### config.mk
export PLATFORM = sky130hd
export DESIGN_NAME = pipe_controller_flat
export DESIGN_NICKNAME = d
export VERILOG_FILES = /design/src/rtl/pipe_controller_if.sv /design/src/rtl/pipe_controller.sv /design/src/flat_wrapper.sv
export SDC_FILE = /design/constraint.sdc
export NUM_CORES = 1
export LEC_CHECK = 0
export BUFFER_PORTS_ARGS = -buffer_cell sky130_fd_sc_hd__buf_2
export CAP_MARGIN = 30
export CELL_PAD_IN_SITES_DETAIL_PLACEMENT = 0
export CELL_PAD_IN_SITES_GLOBAL_PLACEMENT = 2
export CORE_ASPECT_RATIO = 1.25
export CORE_MARGIN = 10
export CORE_UTILIZATION = 33
export CTS_CLUSTER_SIZE = 14
export DETAILED_ROUTE_END_ITERATION = 6
export HOLD_SLACK_MARGIN = 0.08
export PLACE_DENSITY = 0.93
export SLEW_MARGIN = 40
export SYNTH_ARGS = -nofsm -noshare
export SYNTH_HDL_FRONTEND = slang
export SYNTH_SLANG_ARGS = --single-unit
export TNS_END_PERCENT = 1
### constraint.sdc
create_clock -name clk -period 4.1 [get_ports clk]
set_input_delay 0.615 -clock clk [delete_from_list [all_inputs] [get_ports clk]]
set_output_delay 0.615 -clock clk [all_outputs]
set_load 0.005 [all_outputs]
### src/rtl/pipe_controller_if.sv
// pipe_controller_if
//   Bundles the control-unit signals exchanged between the ARM pipeline
//   datapath and pipe_controller.
//   master : the datapath side; drives the instruction, ALU flags and flush,
//            and receives the control outputs.
//   slave  : the control unit side (pipe_controller).
//   Signals:
//     InstrD[19:0]  instruction bits [31:12] held in Decode
//     ALUFlags[3:0] {N,Z,C,V} from the Execute ALU
//     FlushE        bubble the D->E control register
//     RegSrcD, ImmSrcD            Decode-stage controls
//     ALUSrcE, ALUControlE, MemtoRegE, BranchTakenE   Execute-stage controls
//     MemWriteM, RegWriteM        Memory-stage controls
//     PCSrcW, MemtoRegW, RegWriteW  Writeback-stage controls
//     PCWrPendingF                a PC write is pending in D, E or M
interface pipe_controller_if #(
    parameter int ALUW = 3
);
    logic [19:0]     InstrD;
    logic [3:0]      ALUFlags;
    logic            FlushE;
    logic [1:0]      RegSrcD;
    logic [1:0]      ImmSrcD;
    logic            ALUSrcE;
    logic [ALUW-1:0] ALUControlE;
    logic            BranchTakenE;
    logic            MemWriteM;
    logic            MemtoRegE;
    logic            RegWriteM;
    logic            PCSrcW;
    logic            MemtoRegW;
    logic            RegWriteW;
    logic            PCWrPendingF;

    modport master (
        output InstrD, ALUFlags, FlushE,
        input  RegSrcD, ImmSrcD, ALUSrcE, ALUControlE, BranchTakenE,
        input  MemWriteM, MemtoRegE, RegWriteM, PCSrcW, MemtoRegW,
        input  RegWriteW, PCWrPendingF
    );

    modport slave (
        input  InstrD, ALUFlags, FlushE,
        output RegSrcD, ImmSrcD, ALUSrcE, ALUControlE, BranchTakenE,
        output MemWriteM, MemtoRegE, RegWriteM, PCSrcW, MemtoRegW,
        output RegWriteW, PCWrPendingF
    );
endinterface

### src/rtl/pipe_controller.sv
// pipe_controller
//   Control unit of the 5-stage ARM pipeline. Decodes the instruction in
//   Decode, carries Execute/Memory/Writeback controls through pipeline
//   registers aligned with the datapath, holds the NZCV flag register and
//   evaluates condition codes in Execute.
//   Ports:
//     clk    rising-edge clock
//     reset  asynchronous active-high reset; clears every register
//     bus    pipe_controller_if.slave (instruction, flags, flush in;
//            all stage controls out)
//   There is no handshake: every stage advances on every clock edge, and a
//   stall is expressed by the hazard unit as FlushE.
module pipe_controller #(
    parameter int ALUW = 3
) (
    input  logic            clk,
    input  logic            reset,
    pipe_controller_if.slave bus
);

    typedef enum logic [1:0] {
        OP_DP   = 2'b00,
        OP_MEM  = 2'b01,
        OP_BR   = 2'b10,
        OP_NONE = 2'b11
    } op_e;

    localparam logic [ALUW-1:0] ALU_ADD = ALUW'(3'b000);
    localparam logic [ALUW-1:0] ALU_SUB = ALUW'(3'b001);
    localparam logic [ALUW-1:0] ALU_AND = ALUW'(3'b010);
    localparam logic [ALUW-1:0] ALU_ORR = ALUW'(3'b011);

    typedef struct packed {
        logic [3:0]      cond;
        logic [1:0]      flag_w;
        logic            branch;
        logic            pcsrc;
        logic            reg_write;
        logic            mem_w;
        logic            mem_to_reg;
        logic            alu_src;
        logic [ALUW-1:0] alu_control;
    } ctrl_e_t;

    // ------------------------------------------------------------------
    // Decode
    // ------------------------------------------------------------------
    logic [3:0] cond_d;
    op_e        op_d;
    logic [5:0] funct_d;
    logic [3:0] rd_d;
    logic [3:0] cmd_d;
    logic       unused_rn;

    assign cond_d    = bus.InstrD[19:16];
    assign op_d      = op_e'(bus.InstrD[15:14]);
    assign funct_d   = bus.InstrD[13:8];
    assign rd_d      = bus.InstrD[3:0];
    assign cmd_d     = funct_d[4:1];
    // Rn is routed by the datapath; the controller never looks at it.
    assign unused_rn = ^bus.InstrD[7:4];

    logic [1:0]      reg_src_d;
    logic [1:0]      imm_src_d;
    logic            alu_src_d;
    logic [ALUW-1:0] alu_control_d;
    logic            reg_write_d;
    logic            mem_w_d;
    logic            mem_to_reg_d;
    logic            branch_d;
    logic [1:0]      flag_w_d;
    logic            pcsrc_d;

    always_comb begin
        reg_src_d     = 2'b00;
        imm_src_d     = 2'b00;
        alu_src_d     = 1'b0;
        alu_control_d = ALU_ADD;
        reg_write_d   = 1'b0;
        mem_w_d       = 1'b0;
        mem_to_reg_d  = 1'b0;
        branch_d      = 1'b0;
        flag_w_d      = 2'b00;

        case (op_d)
            OP_DP: begin
                alu_src_d = funct_d[5];
                case (cmd_d)
                    4'b0100: begin
                        alu_control_d = ALU_ADD;
                        reg_write_d   = 1'b1;
                        flag_w_d      = funct_d[0] ? 2'b11 : 2'b00;
                    end
                    4'b0010: begin
                        alu_control_d = ALU_SUB;
                        reg_write_d   = 1'b1;
                        flag_w_d      = funct_d[0] ? 2'b11 : 2'b00;
                    end
                    4'b0000: begin
                        alu_control_d = ALU_AND;
                        reg_write_d   = 1'b1;
                        flag_w_d      = funct_d[0] ? 2'b10 : 2'b00;
                    end
                    4'b1100: begin
                        alu_control_d = ALU_ORR;
                        reg_write_d   = 1'b1;
                        flag_w_d      = funct_d[0] ? 2'b10 : 2'b00;
                    end
                    4'b1010: begin
                        // CMP always updates flags regardless of the S bit.
                        alu_control_d = ALU_SUB;
                        flag_w_d      = 2'b11;
                    end
                    default: ;
                endcase
            end
            OP_MEM: begin
                imm_src_d = 2'b01;
                alu_src_d = 1'b1;
                if (funct_d[0]) begin
                    reg_write_d  = 1'b1;
                    mem_to_reg_d = 1'b1;
                end else begin
                    mem_w_d   = 1'b1;
                    reg_src_d = 2'b10;
                end
            end
            OP_BR: begin
                branch_d  = 1'b1;
                reg_src_d = 2'b01;
                imm_src_d = 2'b10;
                alu_src_d = 1'b1;
            end
            default: ;
        endcase
    end

    assign pcsrc_d = ((rd_d == 4'hF) & reg_write_d) | branch_d;

    // ------------------------------------------------------------------
    // D->E register
    // ------------------------------------------------------------------
    ctrl_e_t ctrl_e;

    always_ff @(posedge clk or posedge reset) begin
        if (reset) begin
            ctrl_e <= '0;
        end else if (bus.FlushE) begin
            ctrl_e <= '0;
        end else begin
            ctrl_e <= '{cond:        cond_d,
                        flag_w:      flag_w_d,
                        branch:      branch_d,
                        pcsrc:       pcsrc_d,
                        reg_write:   reg_write_d,
                        mem_w:       mem_w_d,
                        mem_to_reg:  mem_to_reg_d,
                        alu_src:     alu_src_d,
                        alu_control: alu_control_d};
        end
    end

    // ------------------------------------------------------------------
    // Execute: condition check and flag register
    // ------------------------------------------------------------------
    logic [1:0] flags_nz;
    logic [1:0] flags_cv;
    logic       fn, fz, fc, fv;
    logic       cond_ex_e;

    assign {fn, fz} = flags_nz;
    assign {fc, fv} = flags_cv;

    always_comb begin
        cond_ex_e = 1'b0;
        case (ctrl_e.cond)
            4'b0000: cond_ex_e = fz;
            4'b0001: cond_ex_e = ~fz;
            4'b0010: cond_ex_e = fc;
            4'b0011: cond_ex_e = ~fc;
            4'b0100: cond_ex_e = fn;
            4'b0101: cond_ex_e = ~fn;
            4'b0110: cond_ex_e = fv;
            4'b0111: cond_ex_e = ~fv;
            4'b1000: cond_ex_e = fc & ~fz;
            4'b1001: cond_ex_e = ~fc | fz;
            4'b1010: cond_ex_e = ~(fn ^ fv);
            4'b1011: cond_ex_e = fn ^ fv;
            4'b1100: cond_ex_e = ~fz & ~(fn ^ fv);
            4'b1101: cond_ex_e = fz | (fn ^ fv);
            4'b1110: cond_ex_e = 1'b1;
            default: cond_ex_e = 1'b0;
        endcase
    end

    always_ff @(posedge clk or posedge reset) begin
        if (reset) begin
            flags_nz <= 2'b00;
            flags_cv <= 2'b00;
        end else begin
            if (ctrl_e.flag_w[1] & cond_ex_e) flags_nz <= bus.ALUFlags[3:2];
            if (ctrl_e.flag_w[0] & cond_ex_e) flags_cv <= bus.ALUFlags[1:0];
        end
    end

    logic reg_write_eg;
    logic mem_w_eg;
    logic pcsrc_eg;

    assign reg_write_eg = ctrl_e.reg_write & cond_ex_e;
    assign mem_w_eg     = ctrl_e.mem_w & cond_ex_e;
    // A taken branch redirects via BranchTakenE; only R15 writes travel on.
    assign pcsrc_eg     = ctrl_e.pcsrc & cond_ex_e & ~ctrl_e.branch;

    // ------------------------------------------------------------------
    // E->M and M->W registers
    // ------------------------------------------------------------------
    logic pcsrc_m, reg_write_m, mem_w_m, mem_to_reg_m;
    logic pcsrc_w, reg_write_w, mem_to_reg_w;

    always_ff @(posedge clk or posedge reset) begin
        if (reset) begin
            pcsrc_m      <= 1'b0;
            reg_write_m  <= 1'b0;
            mem_w_m      <= 1'b0;
            mem_to_reg_m <= 1'b0;
            pcsrc_w      <= 1'b0;
            reg_write_w  <= 1'b0;
            mem_to_reg_w <= 1'b0;
        end else begin
            pcsrc_m      <= pcsrc_eg;
            reg_write_m  <= reg_write_eg;
            mem_w_m      <= mem_w_eg;
            mem_to_reg_m <= ctrl_e.mem_to_reg;
            pcsrc_w      <= pcsrc_m;
            reg_write_w  <= reg_write_m;
            mem_to_reg_w <= mem_to_reg_m;
        end
    end

    // ------------------------------------------------------------------
    // Outputs
    // ------------------------------------------------------------------
    assign bus.RegSrcD      = reg_src_d;
    assign bus.ImmSrcD      = imm_src_d;
    assign bus.ALUSrcE      = ctrl_e.alu_src;
    assign bus.ALUControlE  = ctrl_e.alu_control;
    assign bus.MemtoRegE    = ctrl_e.mem_to_reg;
    assign bus.BranchTakenE = ctrl_e.branch & cond_ex_e;
    assign bus.MemWriteM    = mem_w_m;
    assign bus.RegWriteM    = reg_write_m;
    assign bus.PCSrcW       = pcsrc_w;
    assign bus.MemtoRegW    = mem_to_reg_w;
    assign bus.RegWriteW    = reg_write_w;
    assign bus.PCWrPendingF = pcsrc_d | pcsrc_eg | pcsrc_m;

endmodule

### src/flat_wrapper.sv
// flat-port wrapper written by rule: the top's interface ports become plain ports
module pipe_controller_flat 
#(
    parameter int ALUW = 3
)
  (clk, reset, bus_InstrD, bus_ALUFlags, bus_FlushE, bus_RegSrcD, bus_ImmSrcD, bus_ALUSrcE, bus_ALUControlE, bus_BranchTakenE, bus_MemWriteM, bus_MemtoRegE, bus_RegWriteM, bus_PCSrcW, bus_MemtoRegW, bus_RegWriteW, bus_PCWrPendingF);
  pipe_controller_if #(.ALUW(ALUW)) bus_i ();
  input  logic clk;
  input  logic reset;
  input wire logic [$bits(bus_i.InstrD)-1:0] bus_InstrD;
  input wire logic [$bits(bus_i.ALUFlags)-1:0] bus_ALUFlags;
  input wire logic [$bits(bus_i.FlushE)-1:0] bus_FlushE;
  output wire logic [$bits(bus_i.RegSrcD)-1:0] bus_RegSrcD;
  output wire logic [$bits(bus_i.ImmSrcD)-1:0] bus_ImmSrcD;
  output wire logic [$bits(bus_i.ALUSrcE)-1:0] bus_ALUSrcE;
  output wire logic [$bits(bus_i.ALUControlE)-1:0] bus_ALUControlE;
  output wire logic [$bits(bus_i.BranchTakenE)-1:0] bus_BranchTakenE;
  output wire logic [$bits(bus_i.MemWriteM)-1:0] bus_MemWriteM;
  output wire logic [$bits(bus_i.MemtoRegE)-1:0] bus_MemtoRegE;
  output wire logic [$bits(bus_i.RegWriteM)-1:0] bus_RegWriteM;
  output wire logic [$bits(bus_i.PCSrcW)-1:0] bus_PCSrcW;
  output wire logic [$bits(bus_i.MemtoRegW)-1:0] bus_MemtoRegW;
  output wire logic [$bits(bus_i.RegWriteW)-1:0] bus_RegWriteW;
  output wire logic [$bits(bus_i.PCWrPendingF)-1:0] bus_PCWrPendingF;
  assign bus_i.InstrD = bus_InstrD;
  assign bus_i.ALUFlags = bus_ALUFlags;
  assign bus_i.FlushE = bus_FlushE;
  assign bus_RegSrcD = bus_i.RegSrcD;
  assign bus_ImmSrcD = bus_i.ImmSrcD;
  assign bus_ALUSrcE = bus_i.ALUSrcE;
  assign bus_ALUControlE = bus_i.ALUControlE;
  assign bus_BranchTakenE = bus_i.BranchTakenE;
  assign bus_MemWriteM = bus_i.MemWriteM;
  assign bus_MemtoRegE = bus_i.MemtoRegE;
  assign bus_RegWriteM = bus_i.RegWriteM;
  assign bus_PCSrcW = bus_i.PCSrcW;
  assign bus_MemtoRegW = bus_i.MemtoRegW;
  assign bus_RegWriteW = bus_i.RegWriteW;
  assign bus_PCWrPendingF = bus_i.PCWrPendingF;
  pipe_controller #(.ALUW(ALUW)) u_core (.clk(clk), .reset(reset), .bus(bus_i));
endmodule
==> results summary <==
The destination of the worst register-to-register timing path is u_core.flags_nz[0]$_DFFE_PP0P_. Between clock sinks in the finished design, the worst skew comes to 0.003565 ns. STA classifies the critical path startpoint as a flip-flop. The synthesized instance count is 118. The post-DP HPWL came out at 2280 um. For this run, the register share of the synthesized area comes to 0.4771. The post-synthesis share of cell area spent on xor and xnor gates is 0.02672. The number of cells on the worst reg-to-reg path is 5. The kind of capture point of the worst setup path is an output pin. The reg-to-reg setup timing slack came out at 2.15 ns. The vias per cell is 4.673. The synthesis-to-finish area growth came out at 18.23%. The total design power is 0.5386 mW. The tightest min-delay check is of the input pin to asynchronous set/reset pin type. The run finished with clean final reports. The count of standard-cell rows came out at 25. In this run the power density over the cells is 347.4 mW/mm2. The via count of the routed design came out at 958.

After clock tree synthesis, the clock-pin slew on the worst setup and hold paths is 0.09 ns. After the first detailed-routing iteration, the DRC count stood at 23. The routed wirelength normalized by instance count is 13.32 um. The largest single stage delay on the critical path is 0.51 ns. Walking the worst path, the cells encountered are and3b_1 > a211oi_1 > o32ai_2 > a211oi_2 > o21ai_0 > buf_2.

The number of endpoints failing setup at the final stage came out at 0. The critical path startpoint is u_core.ctrl_e[11]$_DFF_PP0_. Following the worst setup path forward leads to its endpoint at bus_PCWrPendingF. The floorplan core area came out at 0.003816 mm2. The count of flip-flops with a built-in enable after synthesis is 0. The cell sitting at the root of the clock tree is a sky130_fd_sc_hd__clkbuf_8. The required time of the worst setup path is 3.48 ns. Across the whole layout, storage elements account for 625.6 um2. The clock latency on the worst-skew pair is 0.27 ns. STA puts the critical path data arrival time at 2.07 ns.

The area fraction of the dominant cell type after synthesis is 0.4771. The share of cells above drive strength 1 came out at 0.3113. The number of port buffers came out at 37.

Of the post-synthesis cell area, the part taken by muxes is 0.06489. TritonCTS built the clock tree. The number of H-tree levels came out at 1. In this run the critical register-to-register path is launched from u_core.ctrl_e[11]$_DFF_PP0_. The horizontal die dimension came out at 76.38 um.

The adder-cell area share of the yosys netlist came out at 0.04771. Summing every instance area after synthesis gives 0.001311 mm2. Among all flip-flop cells after synthesis, the most frequent one is sky130_fd_sc_hd__dfrtp_1.

The worst slack at placement is 1.593 ns. At the end of the flow, the number of nets in the layout was 184. The final clock period utilization by the worst path is 0.6546. The antenna cell count came out at 0. The yosys synthesis warning count is 0. The worst setup path is of the flip-flop to output pin kind. The minimum clock period is 2.684 ns.

The slowest stage of the critical path is the sky130_fd_sc_hd__dfrtp_1 cell. The number of placed instances, taps included, is 201. The count of hold-fix buffers inserted at cts is 0. The maximum fanout along the worst path is 9.

The setup TNS is 0 ns. The peak clock frequency supported by timing came out at 0.3726 GHz. After synthesis, the cell types taking the most area are sky130_fd_sc_hd__dfrtp_1, sky130_fd_sc_hd__nor2b_1, sky130_fd_sc_hd__ha_1, sky130_fd_sc_hd__mux2_1, sky130_fd_sc_hd__mux2i_1. The multi-input logic area came out at 606.8 um2. The synthesized-area fraction occupied by ao, oa, aoi and oai cells is 0.1107. Entering global routing, the biggest net connects 26 pins. The first global-routing pass estimated 4864 um of wire. The buffer depth of the longest clock path came out at 2. In the post-synthesis netlist, the cell with the most instances is sky130_fd_sc_hd__dfrtp_1.

The cell type with the highest aggregate area in the netlist is sky130_fd_sc_hd__dfrtp_1. The number of antenna-violating nets in the routed design came out at 0. The main combinational cell family by area after synthesis is simple AND/OR/NAND/NOR gates. The worst path meets setup with 1.416 ns of slack. Measured along the y axis, the die boundary spans 90.48 um. VDD sags by at most 118.4 uV. The wire length after detailed routing is 2730 um.

The first-pass detailed-route iteration total is 4. Each instance of the synthesized netlist takes up on average 11.11 um2. The final cell area excluding filler cells came out at 0.001550 mm2. The final number of hold-violating endpoints came out at 0.

The total track usage is 0.08417. The instance area at placement is 0.001500 mm2. The final-layout fill cell count is 404.

The net count of the mapped netlist is 150. The initial antenna violation count came out at 0. Of the total synthesized cell area, the portion taken by AND, OR, NAND and NOR gates is 0.2099. The leakage component of the power is 0.7538 nW.

Setup repair after global routing left no endpoint under its margin. Synthesis instantiated 35 different standard cells from the library. The die covers 0.006910 mm2. The number of DRC violations after detailed routing came out at 0.

The non-filler instance count after layout is 205. The effective utilization at floorplan is 0.3436. Max-cap violations in this run came to 0.

The count of cells resized by post-cts repair came out at 0. The number of global-route vias before repair is 1069. The remaining global-route overflow is 0. The share of async-settable or async-resettable flops after synthesis is 1.000. The total clock buffers created by CTS came out at 3. The count of final max-slew check failures is 0. Ranked by instance count, the synthesized netlist is headed by sky130_fd_sc_hd__dfrtp_1, sky130_fd_sc_hd__nor2b_1, sky130_fd_sc_hd__nor2_1. The CTS sink count came out at 25.

The number of register bits inferred by synthesis is 25. The final weighted congestion in routability-driven placement is 0.7282. The count of boundary I/O pins is 43.

The post-CTS setup buffer count came out at 0.
layout make-up:
cell class                      count  area share
Clock buffer                        3     0.02663
Multi-Input combinational cell     81      0.3914
Inverter                            4    0.009685
Tap cell                           54     0.04358
Timing Repair Buffer               37      0.1195
Clock inverter                      1    0.005650
Sequential cell                    25      0.4036
logic make-up (layout without fill, tap and decap cells):
logic type	count (synthesis)	after routing
AO/OA/AOI/OAI	16	16
AND/OR/NAND/NOR	47	47
multiplexers	8	8
adder cells (fa/ha/maj)	5	5
flip-flops	25	25
other	1	1
buffers and inverters	12	45
XOR/XNOR	4	4
placed cells by master, fill, tap and decap left out, types with 2 or more instances in the layout:
master | synthesis | routed
sky130_fd_sc_hd__buf_2 | 0 | 37
sky130_fd_sc_hd__dfrtp_1 | 25 | 25
sky130_fd_sc_hd__nor2b_1 | 11 | 11
sky130_fd_sc_hd__nor2_1 | 8 | 8
sky130_fd_sc_hd__nand3_1 | 5 | 5
sky130_fd_sc_hd__ha_1 | 5 | 5
sky130_fd_sc_hd__mux2i_1 | 4 | 4
sky130_fd_sc_hd__and3b_1 | 4 | 4
sky130_fd_sc_hd__nor3_1 | 4 | 4
sky130_fd_sc_hd__mux2_1 | 4 | 4
sky130_fd_sc_hd__nand2b_1 | 4 | 4
sky130_fd_sc_hd__nand2_1 | 3 | 3
sky130_fd_sc_hd__nor3b_1 | 3 | 3
sky130_fd_sc_hd__a211oi_2 | 3 | 3
sky130_fd_sc_hd__a21oi_1 | 3 | 3
sky130_fd_sc_hd__clkbuf_8 | 0 | 3
sky130_fd_sc_hd__inv_2 | 1 | 2
sky130_fd_sc_hd__o31a_1 | 2 | 2
sky130_fd_sc_hd__xnor2_1 | 2 | 2
sky130_fd_sc_hd__xor2_1 | 2 | 2
sky130_fd_sc_hd__nand3b_1 | 2 | 2
sky130_fd_sc_hd__inv_1 | 3 | 2
report_power, final:
part | leakage, nW | internal [mW] | switching [mW]
clock network | 0.0261 | 0.0711 | 0.0777
registers | 0.331 | 0.264 | 0.0210
logic | 0.397 | 0.0517 | 0.0527
worst min path at each step:
stage	start	end	slack, ns	cells after the start
floorplan	u_core.mem_to_reg_m$_DFF_PP0_	u_core.bus.MemtoRegW$_DFF_PP0_	0.33	0
detailed placement	u_core.mem_to_reg_m$_DFF_PP0_	u_core.bus.MemtoRegW$_DFF_PP0_	0.34	0
finish	reset	u_core.bus.RegWriteW$_DFF_PP0_	0.36	2
global placement	u_core.mem_to_reg_m$_DFF_PP0_	u_core.bus.MemtoRegW$_DFF_PP0_	0.33	0
global route	u_core.mem_to_reg_m$_DFF_PP0_	u_core.bus.MemtoRegW$_DFF_PP0_	0.37	0
CTS	u_core.mem_to_reg_m$_DFF_PP0_	u_core.bus.MemtoRegW$_DFF_PP0_	0.36	0
registers in the layout (all words and copies together) (netlist names):
register                count
u_core.bus.ALUControlE      2
u_core.bus.ALUSrcE          1
u_core.bus.MemWriteM        1
u_core.bus.MemtoRegE        1
u_core.bus.MemtoRegW        1
u_core.bus.PCSrcW           1
u_core.bus.RegWriteM        1
u_core.bus.RegWriteW        1
u_core.ctrl_e              10
u_core.flags_cv             2
u_core.flags_nz             2
u_core.mem_to_reg_m         1
u_core.pcsrc_m              1
through the flow:
stage	utilization	hold slack [ns]
after global routing	0.4062	0.3702
after floorplan	-	0.3312
final	0.4062	0.3554
after CTS	0.4062	0.3582
after global placement	0.3931	0.3338
after detailed placement	0.3931	0.3403
per-layer routing:
layer	track usage	vias to the layer above	wire length, um
li1	-	470	-
met1	0.08077	453	1064
met2	0.1499	29	1393
met3	0.03884	6	221
met4	0.03727	0	51
met5	0	-	0
critical path, delay by kind of cell (launching register included):
| kind | cells | cell delay, ns |
|---|---|---|
| buffers and inverters | 1 | 0.14 |
| DFF | 1 | 0.51 |
| AOI/OAI and AO/OA | 4 | 0.94 |
| and+or+nand+nor | 1 | 0.22 |
Note: power is estimated with default switching activity, not from simulation.
